[src/rtl/eth_rx_frame_tracker_if.sv]
// Stream-in, stream-out and length-descriptor signals of the RX frame tracker.
`timescale 1ns/1ps
interface eth_rx_frame_tracker_if #(
  parameter int DataWidth    = 32,
  parameter int LenWidth     = 16,
  parameter int LenFifoDepth = 4
);
  logic                              s_tvalid_i;
  logic                              s_tready_o;
  logic [DataWidth-1:0]              s_tdata_i;
  logic [DataWidth/8-1:0]            s_tkeep_i;
  logic                              s_tlast_i;
  logic                              m_tvalid_o;
  logic                              m_tready_i;
  logic [DataWidth-1:0]              m_tdata_o;
  logic [DataWidth/8-1:0]            m_tkeep_o;
  logic                              m_tlast_o;
  logic                              len_valid_o;
  logic                              len_ready_i;
  logic [LenWidth-1:0]               len_o;
  logic                              len_oversize_o;
  logic [$clog2(LenFifoDepth):0]     len_count_o;
  logic                              in_frame_o;

  modport master (
    output s_tvalid_i, s_tdata_i, s_tkeep_i, s_tlast_i, m_tready_i, len_ready_i,
    input  s_tready_o, m_tvalid_o, m_tdata_o, m_tkeep_o, m_tlast_o,
           len_valid_o, len_o, len_oversize_o, len_count_o, in_frame_o
  );

  modport slave (
    input  s_tvalid_i, s_tdata_i, s_tkeep_i, s_tlast_i, m_tready_i, len_ready_i,
    output s_tready_o, m_tvalid_o, m_tdata_o, m_tkeep_o, m_tlast_o,
           len_valid_o, len_o, len_oversize_o, len_count_o, in_frame_o
  );
endinterface

[src/rtl/eth_rx_frame_tracker.sv]
// Forwards RX AXI-Stream through one register stage (1-cycle latency) and queues a byte-length descriptor per frame.
// Ready follows the output stage; a tlast beat additionally stalls while the length FIFO is full and not being popped.
`timescale 1ns/1ps
module eth_rx_frame_tracker #(
  parameter int DataWidth     = 32,
  parameter int LenWidth      = 16,
  parameter int LenFifoDepth  = 4,
  parameter int MaxFrameBytes = 1518
) (
  input logic                   clk_i,
  input logic                   rst_i,
  eth_rx_frame_tracker_if.slave bus
);
  localparam int KeepW = DataWidth / 8;
  localparam int BbW   = $clog2(KeepW) + 1;
  localparam int PtrW  = $clog2(LenFifoDepth);
  localparam int CntW  = PtrW + 1;
  localparam logic [CntW-1:0]   DEPTH_C = CntW'(LenFifoDepth);
  localparam logic [LenWidth:0] MAX_C   = (LenWidth+1)'(MaxFrameBytes);

  typedef struct packed {
    logic                oversize;
    logic [LenWidth-1:0] len;
  } desc_t;

  logic                 r_m_vld;
  logic [DataWidth-1:0] r_m_dat;
  logic [KeepW-1:0]     r_m_keep;
  logic                 r_m_last;
  logic [LenWidth-1:0]  r_cnt;
  logic                 r_ovr;
  logic                 r_in_frame;
  desc_t                r_fifo [LenFifoDepth];
  logic [PtrW-1:0]      r_wr_ptr;
  logic [PtrW-1:0]      r_rd_ptr;
  logic [CntW-1:0]      r_count;

  logic                 w_len_vld;
  logic                 w_has_space;
  logic                 w_s_rdy;
  logic                 w_acc;
  logic                 w_push;
  logic                 w_pop;
  logic [BbW-1:0]       w_beat_bytes;
  logic [LenWidth:0]    w_sum;
  logic                 w_sat;
  logic [LenWidth-1:0]  w_len;
  logic                 w_ovr;

  // A push into a full FIFO is fine when the head is popped on the same edge.
  assign w_len_vld   = (r_count != '0);
  assign w_has_space = (r_count < DEPTH_C) || bus.len_ready_i;
  assign w_s_rdy     = (!r_m_vld || bus.m_tready_i) && (!bus.s_tlast_i || w_has_space);
  assign w_acc       = bus.s_tvalid_i && w_s_rdy;
  assign w_push      = w_acc && bus.s_tlast_i;
  assign w_pop       = w_len_vld && bus.len_ready_i;

  always_comb begin
    w_beat_bytes = '0;
    for (int i = 0; i < KeepW; i++) begin
      w_beat_bytes = w_beat_bytes + BbW'(bus.s_tkeep_i[i]);
    end
  end

  assign w_sum = {1'b0, r_cnt} + (LenWidth+1)'(w_beat_bytes);
  assign w_sat = w_sum[LenWidth];
  assign w_len = w_sat ? '1 : w_sum[LenWidth-1:0];
  assign w_ovr = r_ovr || w_sat || (w_sum > MAX_C);

  always_ff @(posedge clk_i) begin
    if (rst_i) begin
      r_m_vld    <= 1'b0;
      r_m_dat    <= '0;
      r_m_keep   <= '0;
      r_m_last   <= 1'b0;
      r_cnt      <= '0;
      r_ovr      <= 1'b0;
      r_in_frame <= 1'b0;
      r_wr_ptr   <= '0;
      r_rd_ptr   <= '0;
      r_count    <= '0;
    end else begin
      if (w_acc) begin
        r_m_vld  <= 1'b1;
        r_m_dat  <= bus.s_tdata_i;
        r_m_keep <= bus.s_tkeep_i;
        r_m_last <= bus.s_tlast_i;
        if (bus.s_tlast_i) begin
          r_cnt      <= '0;
          r_ovr      <= 1'b0;
          r_in_frame <= 1'b0;
        end else begin
          r_cnt      <= w_len;
          r_ovr      <= w_ovr;
          r_in_frame <= 1'b1;
        end
      end else if (bus.m_tready_i) begin
        r_m_vld <= 1'b0;
      end

      if (w_push) r_wr_ptr <= r_wr_ptr + 1'b1;
      if (w_pop)  r_rd_ptr <= r_rd_ptr + 1'b1;
      case ({w_push, w_pop})
        2'b10:   r_count <= r_count + 1'b1;
        2'b01:   r_count <= r_count - 1'b1;
        default: r_count <= r_count;
      endcase
    end
  end

  // Descriptor storage needs no reset: the pointers define which entries are live.
  always_ff @(posedge clk_i) begin
    if (w_push) r_fifo[r_wr_ptr] <= '{oversize: w_ovr, len: w_len};
  end

  assign bus.s_tready_o     = w_s_rdy;
  assign bus.m_tvalid_o     = r_m_vld;
  assign bus.m_tdata_o      = r_m_dat;
  assign bus.m_tkeep_o      = r_m_keep;
  assign bus.m_tlast_o      = r_m_last;
  assign bus.len_valid_o    = w_len_vld;
  assign bus.len_o          = r_fifo[r_rd_ptr].len;
  assign bus.len_oversize_o = r_fifo[r_rd_ptr].oversize;
  assign bus.len_count_o    = r_count;
  assign bus.in_frame_o     = r_in_frame;
endmodule

[src/flat_wrapper.sv]
// flat-port wrapper written by rule: the top's interface ports become plain ports
module eth_rx_frame_tracker_flat 
#(
  parameter int DataWidth     = 32,
  parameter int LenWidth      = 16,
  parameter int LenFifoDepth  = 4,
  parameter int MaxFrameBytes = 1518
)
  (clk_i, rst_i, bus_s_tvalid_i, bus_s_tdata_i, bus_s_tkeep_i, bus_s_tlast_i, bus_m_tready_i, bus_len_ready_i, bus_s_tready_o, bus_m_tvalid_o, bus_m_tdata_o, bus_m_tkeep_o, bus_m_tlast_o, bus_len_valid_o, bus_len_o, bus_len_oversize_o, bus_len_count_o, bus_in_frame_o);
  eth_rx_frame_tracker_if #(.DataWidth(DataWidth), .LenWidth(LenWidth), .LenFifoDepth(LenFifoDepth)) bus_i ();
  input logic clk_i;
  input logic rst_i;
  input wire logic [$bits(bus_i.s_tvalid_i)-1:0] bus_s_tvalid_i;
  input wire logic [$bits(bus_i.s_tdata_i)-1:0] bus_s_tdata_i;
  input wire logic [$bits(bus_i.s_tkeep_i)-1:0] bus_s_tkeep_i;
  input wire logic [$bits(bus_i.s_tlast_i)-1:0] bus_s_tlast_i;
  input wire logic [$bits(bus_i.m_tready_i)-1:0] bus_m_tready_i;
  input wire logic [$bits(bus_i.len_ready_i)-1:0] bus_len_ready_i;
  output wire logic [$bits(bus_i.s_tready_o)-1:0] bus_s_tready_o;
  output wire logic [$bits(bus_i.m_tvalid_o)-1:0] bus_m_tvalid_o;
  output wire logic [$bits(bus_i.m_tdata_o)-1:0] bus_m_tdata_o;
  output wire logic [$bits(bus_i.m_tkeep_o)-1:0] bus_m_tkeep_o;
  output wire logic [$bits(bus_i.m_tlast_o)-1:0] bus_m_tlast_o;
  output wire logic [$bits(bus_i.len_valid_o)-1:0] bus_len_valid_o;
  output wire logic [$bits(bus_i.len_o)-1:0] bus_len_o;
  output wire logic [$bits(bus_i.len_oversize_o)-1:0] bus_len_oversize_o;
  output wire logic [$bits(bus_i.len_count_o)-1:0] bus_len_count_o;
  output wire logic [$bits(bus_i.in_frame_o)-1:0] bus_in_frame_o;
  assign bus_i.s_tvalid_i = bus_s_tvalid_i;
  assign bus_i.s_tdata_i = bus_s_tdata_i;
  assign bus_i.s_tkeep_i = bus_s_tkeep_i;
  assign bus_i.s_tlast_i = bus_s_tlast_i;
  assign bus_i.m_tready_i = bus_m_tready_i;
  assign bus_i.len_ready_i = bus_len_ready_i;
  assign bus_s_tready_o = bus_i.s_tready_o;
  assign bus_m_tvalid_o = bus_i.m_tvalid_o;
  assign bus_m_tdata_o = bus_i.m_tdata_o;
  assign bus_m_tkeep_o = bus_i.m_tkeep_o;
  assign bus_m_tlast_o = bus_i.m_tlast_o;
  assign bus_len_valid_o = bus_i.len_valid_o;
  assign bus_len_o = bus_i.len_o;
  assign bus_len_oversize_o = bus_i.len_oversize_o;
  assign bus_len_count_o = bus_i.len_count_o;
  assign bus_in_frame_o = bus_i.in_frame_o;
  eth_rx_frame_tracker #(.DataWidth(DataWidth), .LenWidth(LenWidth), .LenFifoDepth(LenFifoDepth), .MaxFrameBytes(MaxFrameBytes)) u_core (.clk_i(clk_i), .rst_i(rst_i), .bus(bus_i));
endmodule
[config.mk]
export PLATFORM = sky130hd
export DESIGN_NAME = eth_rx_frame_tracker_flat
export DESIGN_NICKNAME = d
export VERILOG_FILES = /design/src/rtl/eth_rx_frame_tracker_if.sv /design/src/rtl/eth_rx_frame_tracker.sv /design/src/flat_wrapper.sv
export SDC_FILE = /design/constraint.sdc
export NUM_CORES = 1
export LEC_CHECK = 0
export ABC_AREA = 1
export CAP_MARGIN = 20
export CORE_AREA = 2 2 89 133
export DETAILED_ROUTE_END_ITERATION = 8
export DIE_AREA = 0 0 91 135
export PLACE_DENSITY_LB_ADDON = 0.3
export SYNTH_ARGS = -nofsm -noshare
export SYNTH_HDL_FRONTEND = slang
export SYNTH_SLANG_ARGS = --single-unit
[constraint.sdc]
create_clock -name clk_i -period 3.8 [get_ports clk_i]
set_input_delay 0.76 -clock clk_i [delete_from_list [all_inputs] [get_ports clk_i]]
set_output_delay 0.76 -clock clk_i [all_outputs]
set_load 0.01 [all_outputs]
==> out/qor.yml, run 1 <==
status:
  outcome: "complete, no violations"
critical_path:
  worst-setup-path-type: "in2reg"
  required_ns: 3.95
  start_kind: "input port"
  cp_max_fo: 5
  end_kind: "flop"
  cp_data_arrival_time_ns: 3.64
  ff2ff_setup_slack_ns: 1.53
floorplanning:
  rows: 47
  design.core.area_sq_um: 11100
  start_util_pct: 51.0
  ios: 103
  die_x_um: 91
  dieHeight_um: 135
  die_area_sq_um: 12300
synthesis:
  synth.avg_cell_area_sq_um: 9.20
  syn_area_sq_um: 5640
  netlist_instances: 613
  synth_edf_count: 68
  synth.distinct_cells: 36
  ys_async_sr_fraction_pct: 0
  synth.ff_latch_count: 133
  yosys_warnings: 0
  synth_fp_nets: 668
  synthFlopType: "edfxtp_1"
  ys_seq_area_share_pct: 59.3
cts:
  cts_tree: "yes"
  cts.htree.levels: 4
  cts_hold_buf: 0
  postCtsSetupBuffers: 0
  clockBufferDepth: 2
  cts_num_sinks: 133
  clock_latency_ns: 0.42
  path_clk_slew_ns: 0.06
  cts-resized-gates: 0
  root_buffer: "clkbuf_16"
  cts_made_buffers: 17
drt:
  drt.antenna.violating_nets: 0
  drt_pass1_iterations: 4
  via_per_inst: 5.10
  wl_per_cell_um: 14.7
  dr.first_iter.drc_count: 177
  vias: 4561
  wl_mm: 13.2
  drc: 0
grt:
  grtUsageTotal_pct: 22.1
  overflow: 0
  antenna_found_initial: 0
  grt_pass1_wl_mm: 21.3
  grt_pass1_vias: 4551
  grt_max_degree: 58
final_layout:
  antenna_cells: 0
  final_nets: 790
  stdcell_count: 895
  areaGrowthSynthToFinish_pct: 33.5
  layout-drive-gt1-share_pct: 11.2
  fin_util_pct: 68.1
place:
  portBuffers: 102
  place_hpwl_mm: 8.87
  dp.cells: 863
  gp_congestion: 0.865
power:
  power_density_nw_per_um2: 535
  ir_worst_vdd_v: 0.000326
  p_leak_nw: 3.00
  finalPower_mw: 4.03
timing:
  rsz0062_at_grt: "no"
  period_share_pct: 91.8
  max_slew_margin_pct: 44.1
  drv_slew: 0
  hold_viol: 0
  setup-violations-final: 0
  tightest_slew_ns: 0.838
  period_needed_ns: 3.49
  finClkSkew_ns: 0.00847
  max_freq_mhz: 287
worst_hold_path:
  holdCritPathClass: "reg2reg"
run:
  drv_cap: 0
worst max-delay path: stages:
cell and delay, ns:
clkdlybuf4s50_1 0.43, ha_1 0.30, inv_1 0.07, fa_1 0.40
inv_1 0.07, ha_1 0.16, inv_1 0.06, fa_1 0.38
inv_1 0.09, nand2_1 0.07, nand2_1 0.19, nand2_4 0.11
inv_2 0.10, nand4_1 0.09, nand2_1 0.09, nand3_1 0.08
nor2_2 0.09, nand2_2 0.10
cell usage after synthesis (all sizes together) (3+ instances only):
cell type / count / area share [%]
ha: 10 / 2.2
buf: 9 / 0.91
nor3b: 3 / 0.40
nand3: 18 / 1.9
nor2: 62 / 4.8
inv: 47 / 3.1
fa: 3 / 1.1
nand4: 4 / 0.44
o21ai: 36 / 3.2
clkbuf: 18 / 1.2
nand2: 179 / 12
or2: 3 / 0.33
a21oi: 60 / 5.4
edfxtp: 68 / 36
o22ai: 17 / 1.9
dfxtp: 65 / 23
final timing paths:
check / startpoint / end / cells after the start
setup / recovery: bus_s_tkeep_i[0] / u_core.r_fifo[1][16] / 18
hold / removal: u_core.bus.m_tdata_o[20] / u_core.bus.m_tdata_o[20] / 2
setup reg to reg: u_core.r_cnt[0] / u_core.r_fifo[1][16] / 13
hold reg to reg: u_core.bus.m_tdata_o[20] / u_core.bus.m_tdata_o[20] / 2
registers in the layout (all words and copies together) (netlist names), named ones only:
name	count
u_core.r_fifo	68
u_core.bus.m_tdata_o	32
u_core.r_cnt	16
u_core.bus.m_tkeep_o	4
u_core.bus.len_count_o	3
u_core.r_rd_ptr	2
u_core.r_wr_ptr	2
u_core.bus.in_frame_o	1
u_core.bus.m_tlast_o	1
u_core.bus.m_tvalid_o	1
u_core.r_ovr	1
routing by layer:
layer | vias to the layer above | GRT usage [%] | routed length (um)
met3 | 20 | 6.58 | 787
met4 | 0 | 8.84 | 229
met5 | - | 0 | 0
li1 | 2283 | - | -
met1 | 2124 | 23.7 | 5210
met2 | 134 | 40.5 | 6930
cell type report:
| class | instances | area, sq um |
|---|---|---|
| Sequential cell | 133 | 3340 |
| Clock buffer | 17 | 425 |
| Clock inverter | 15 | 158 |
| Inverter | 47 | 176 |
| Tap cell | 147 | 184 |
| Fill cell | 903 | 3530 |
| Timing Repair Buffer | 130 | 1240 |
| Multi-Input combinational cell | 406 | 2000 |
metrics by stage:
| step | hold slack (ns) | TNS (ns) | setup slack, ns | area [sq um] |
|---|---|---|---|---|
| after floorplan | 0.449 | 0 | 0.573 | 5640 |
| after global placement | 0.451 | -0.0789 | -0.0113 | 6950 |
| after global routing | 0.485 | 0 | 0.0180 | 7530 |
| final | 0.463 | 0 | 0.310 | 7530 |
| after detailed placement | 0.458 | -2.77 | -0.129 | 6950 |
| after CTS | 0.466 | 0 | 0.307 | 7530 |
cell families after synthesis:
| logic type | synth area share [%] |
|---|---|
| compound gates | 11.3 |
| xor+xnor | 0.444 |
| fa+ha+maj | 3.28 |
| buf+inv | 5.24 |
| flops | 59.3 |
| simple gates | 20.5 |
cell usage in the layout, fill, tap and decap left out, types with 2 or more instances in the layout:
master           Yosys  final
nand2_1            175    174
clkdlybuf4s50_1      0    101
edfxtp_1            68     68
dfxtp_1             65     65
a21oi_1             59     59
nor2_1              57     57
inv_1               43     43
o21ai_0             35     35
buf_4                1     27
o22ai_1             17     17
clkbuf_16            0     17
nand3_1             15     15
ha_1                10     10
inv_6                0      8
inv_2                4      4
nand4_1              4      4
nand2_2              2      3
nand3_2              3      3
or2_2                3      3
nor3b_1              3      3
fa_1                 3      3
inv_8                0      3
o21a_1               2      2
nand2_4              2      2
nor2_2               2      2
o21bai_1             2      2
nor2_4               2      2
a211oi_1             2      2
clkinvlp_4           0      2
power breakdown:
part | switching [mW] | total (mW) | internal [mW] | leakage, nW
sequential | 0.0441 | 1.62 | 1.58 | 1.17
combinational | 0.415 | 0.794 | 0.379 | 1.55
clock | 0.680 | 1.61 | 0.930 | 0.282
Power figures use the tool's default switching activity.
==> run 2: changes to the inputs <==
--- a/config.mk
+++ b/config.mk
@@ -5,11 +5,11 @@
 export SDC_FILE = /design/constraint.sdc
 export NUM_CORES = 1
 export LEC_CHECK = 0
-export ABC_AREA = 1
 export CAP_MARGIN = 20
-export CORE_AREA = 2 2 89 133
+export CORE_AREA = 2 2 93 139
 export DETAILED_ROUTE_END_ITERATION = 8
-export DIE_AREA = 0 0 91 135
+export DIE_AREA = 0 0 95 141
+export GPL_ROUTABILITY_DRIVEN = 0
 export PLACE_DENSITY_LB_ADDON = 0.3
 export SYNTH_ARGS = -nofsm -noshare
 export SYNTH_HDL_FRONTEND = slang
==> constraint.sdc (replaced) <==
create_clock -name clk_i -period 2.9 [get_ports clk_i]
set_input_delay 0.58 -clock clk_i [delete_from_list [all_inputs] [get_ports clk_i]]
set_output_delay 0.58 -clock clk_i [all_outputs]
set_load 0.01 [all_outputs]
==> run 2 against run 1 <==
The run now ends with setup timing left. Area after synthesis down 0.35%. Combinational power rose by 34%. Worst hold slack got worse by 0.054 ns. Register-to-register slack lost 1.2 ns. Sequential power is 31% higher. Highest routed layer unchanged.
==> out/qor.yml, run 2 <==
critical_path:
  worst-setup-path-type: "in2reg"
  crit_chain: "buf_8 -> ha_4 -> inv_2 -> fa_2 -> inv_2 -> ha_4 -> inv_2 -> fa_2 -> nand2b_4 -> a211o_4 -> nor3_4 -> xor2_2 -> nor4_2 -> nand2_1"
  ff2ff_setup_slack_ns: 0.35  # -1.18 ns
  r2r_start: "u_core.r_cnt[1]"
  crit_top_cell: "inv_2"
  cp_max_fo: 4  # -1
  end_kind: "flop"
  worstRegToRegCells: 8  # -5
  r2r-end: "u_core.r_fifo[0][16]"
  crit_buf_inv: 4  # -2
  slowest_stage: "fa_2"
  cp_data_arrival_time_ns: 3.32  # -0.32 ns
  required_ns: 3.03  # -0.92 ns
  start_kind: "input port"
  max_stage_delay_ns: 0.44  # about the same
  worst_path_dominant_cell_family: "adder cells"
synthesis:
  synth_top_cell_area_share_pct: 36.3  # +0.13 points
  ys_async_sr_fraction_pct: 0  # unchanged
  ys_seq_area_share_pct: 59.5  # +0.21 points
  syn_area_sq_um: 5620  # -0.35%
  synth_common_cells: "95 x nand2_1, 68 x edfxtp_1, 65 x dfxtp_1"
  synthFlopType: "edfxtp_1"
  ys_top_cells_by_area: "edfxtp_1 36%, dfxtp_1 23%, mux4_2 6.8%"
  synth.distinct_cells: 52  # +44%
  synth_fp_nets: 555  # -17%
  synth.ff_latch_count: 133  # unchanged
  synth_top_cell_by_area: "edfxtp_1"
  yosys_warnings: 0  # unchanged
  synth_edf_count: 68  # unchanged
  yosysMostFrequentCell: "nand2_1"
  synth.avg_cell_area_sq_um: 11.2  # +22%
  netlist_instances: 500  # -18%
cts:
  clockBufferDepth: 2  # unchanged
  root_buffer: "clkbuf_16"
  cts_made_buffers: 17  # unchanged
  path_clk_slew_ns: 0.06  # about the same
  clock_latency_ns: 0.41  # about the same
  cts_num_sinks: 133  # unchanged
  cts_tree: "yes"
  cts.htree.levels: 4  # unchanged
grt:
  grt_pass1_vias: 4564  # +0.29%
  antenna_found_initial: 0  # unchanged
  grtUsageTotal_pct: 21.2  # -0.96 points
  grt_max_degree: 57  # -1.7%
  grt_pass1_wl_mm: 21.9  # +2.7%
  overflow: 0  # unchanged
drt:
  drt_pass1_iterations: 4  # unchanged
  drc: 0  # unchanged
  wl_mm: 14.0  # +6.2%
  vias: 4497  # -1.4%
  wl_per_cell_um: 17.0  # +16%
  dr.first_iter.drc_count: 315  # +78%
  drt.antenna.violating_nets: 0  # unchanged
  via_per_inst: 5.46  # +7.2%
final_layout:
  areaGrowthSynthToFinish_pct: 48.2
  antenna_cells: 0  # unchanged
  mostFrequentLayoutCells: "97 x clkdlybuf4s50_1, 86 x nand2_1, 68 x edfxtp_1"
  fin_area_sq_um: 8330  # +11%
  final_nets: 709  # -10%
  multiInputGateArea_sq_um: 2450  # +22%
  fin_util_pct: 67.6  # -0.51 points
  final_common_cell: "clkdlybuf4s50_1"
  fillerInstances: 849  # -6.0%
  layout-drive-gt1-share_pct: 27.3  # +16 points
  regArea_sq_um: 3340  # unchanged
  largest_reg_flops: 68  # unchanged
  regMostFlops: "u_core.r_fifo"
power:
  clkPwrFrac_pct: 40.2  # +0.2 points
  ir_worst_vdd_v: 0.000491  # +50%
  intPower_mw: 4.00  # +39%
  p_sw_share_pct: 24.6  # -3.7 points
  power_frac_seq_pct: 39.8  # -0.5 points
  switchingPower_mw: 1.31  # +15%
  p_leak_nw: 3.10  # +3.5%
  combPwrFrac_pct: 20.0  # +0.3 points
  power_density_nw_per_um2: 638  # +19%
  finalPower_mw: 5.31  # +32%
status:
  outcome: "complete, but fails checks"
  violations: "setup timing"
timing:
  setup_tns_ns: -4.73  # -4.73 ns
  period_needed_ns: 3.18
  max_freq_mhz: 314
  fin_ws_ns: -0.283  # -0.592 ns
  tightest_slew_ns: 0.674  # -0.164 ns
  max_slew_margin_pct: 54.9  # +11 points
  hold_viol: 0  # unchanged
  period_share_pct: 110
  rsz0062_at_grt: "yes"
  drv_slew: 0  # unchanged
  setup-violations-final: 48  # +48
  finClkSkew_ns: 0.00922  # +0.000754 ns
place:
  portBuffers: 102  # unchanged
  placed_area_sq_um: 7210  # +3.9%
  place_hpwl_mm: 8.59  # -3.1%
floorplanning:
  start_util_pct: 45.6  # -5.4 points
  ios: 103  # unchanged
  design.core.area_sq_um: 12300  # +11%
  die_area_sq_um: 13400  # +9.0%
  die_x_um: 95  # +4.4%
  rows: 50  # +6.4%
  dieHeight_um: 141  # +4.4%
worst_hold_path:
  hold_start: "bus_s_tkeep_i[1]"
  holdCritPathClass: "in2reg"
  holdPathStages: 3  # +1
  hold_end: "u_core.bus.m_tkeep_o[1]"
run:
  drv_cap: 0  # unchanged
run 2: changes by cell type after synthesis, moves of 7 or more:
cell,delta
inv_1,-24
a22oi_1,+10
o21ai_0,-30
nand2_1,-80
nor2_1,-22
o22ai_1,-14
mux4_2,+17
xnor2_1,+7
run 2: power by group through the flow:
stage          clock, mW  sequential (mW)  combinational, mW
6_report            2.13             2.12               1.06
3_3_place_gp           0             2.15               1.02
4_1_cts             2.16             2.12               1.07
3_5_place_dp           0             2.15               1.03
5_1_grt             2.23             2.12               1.16
2_1_floorplan          0             2.17              0.540
run 2: worst max-delay path by stage:
stage | startpoint | to | slack, ns | depth (start not counted)
2_1_floorplan | bus_s_tkeep_i[0] | u_core.r_fifo[0][16] | -0.43 | 13
3_3_place_gp | bus_s_tkeep_i[0] | u_core.r_fifo[0][16] | -0.92 | 14
3_5_place_dp | bus_s_tkeep_i[0] | u_core.r_fifo[3][16] | -1.05 | 14
4_1_cts | bus_s_tkeep_i[0] | u_core.r_fifo[1][16] | -0.28 | 14
5_1_grt | bus_s_tkeep_i[1] | u_core.r_fifo[1][16] | -0.34 | 14
6_report | bus_s_tkeep_i[1] | u_core.r_fifo[0][16] | -0.28 | 14
run 2: what timing repair did:
action	in CTS	in global routing
resized for setup	74	27
pin swaps	27	30
hold buffers	0	0
endpoints found under the setup margin	85	85
setup buffers	13	14
cloned	1	0
run 2: layout make-up:
cell class / instances / share of cell area (%)
flip-flops and latches: 133 / 40.1
repair buffers: 168 / 20.0
well taps: 156 / 2.34
multi-input cells: 315 / 29.4
inverters: 19 / 0.856
clock buffers: 23 / 6.23
clock inverters: 9 / 1.02
run 2: layer usage:
metal	share of wire [%]	vias up	track usage, %
met3	5.9	40	5.99
met5	0	-	0
met4	2.8	0	8.54
met2	54	187	37.3
li1	-	2087	-
met1	38	2183	23.7
run 2: cells by family (layout without fill, tap and decap cells):
logic type      after synthesis  count (layout)  share of synthesized area [%]
flops                       133             133                           59.5
xor+xnor                     13              13                           2.03
fa+ha+maj                    13              13                           3.30
buf+inv                      52             219                           3.70
simple gates                174             174                           14.1
compound gates               98              98                           10.6
mux                          17              17                           6.81
run 2: per-stage QoR:
stage / setup WS [ns] / hold slack [ns] / instances
floorplan: -0.433 / 0.469 / 500
detailed placement: -1.05 / 0.449 / 775
global route: -0.336 / 0.414 / 823
finish: -0.283 / 0.409 / 823
CTS: -0.275 / 0.396 / 816
global placement: -0.916 / 0.441 / 775
run 2: worst reg2reg max path, stage by stage (launching register included):
cell      delay, ns
dfxtp_1        0.44
inv_1          0.10
fa_2           0.40
nand2b_4       0.15
a211o_4        0.36
nor3_4         0.23
xor2_2         0.11
nor4_2         0.32
nand2_1        0.16
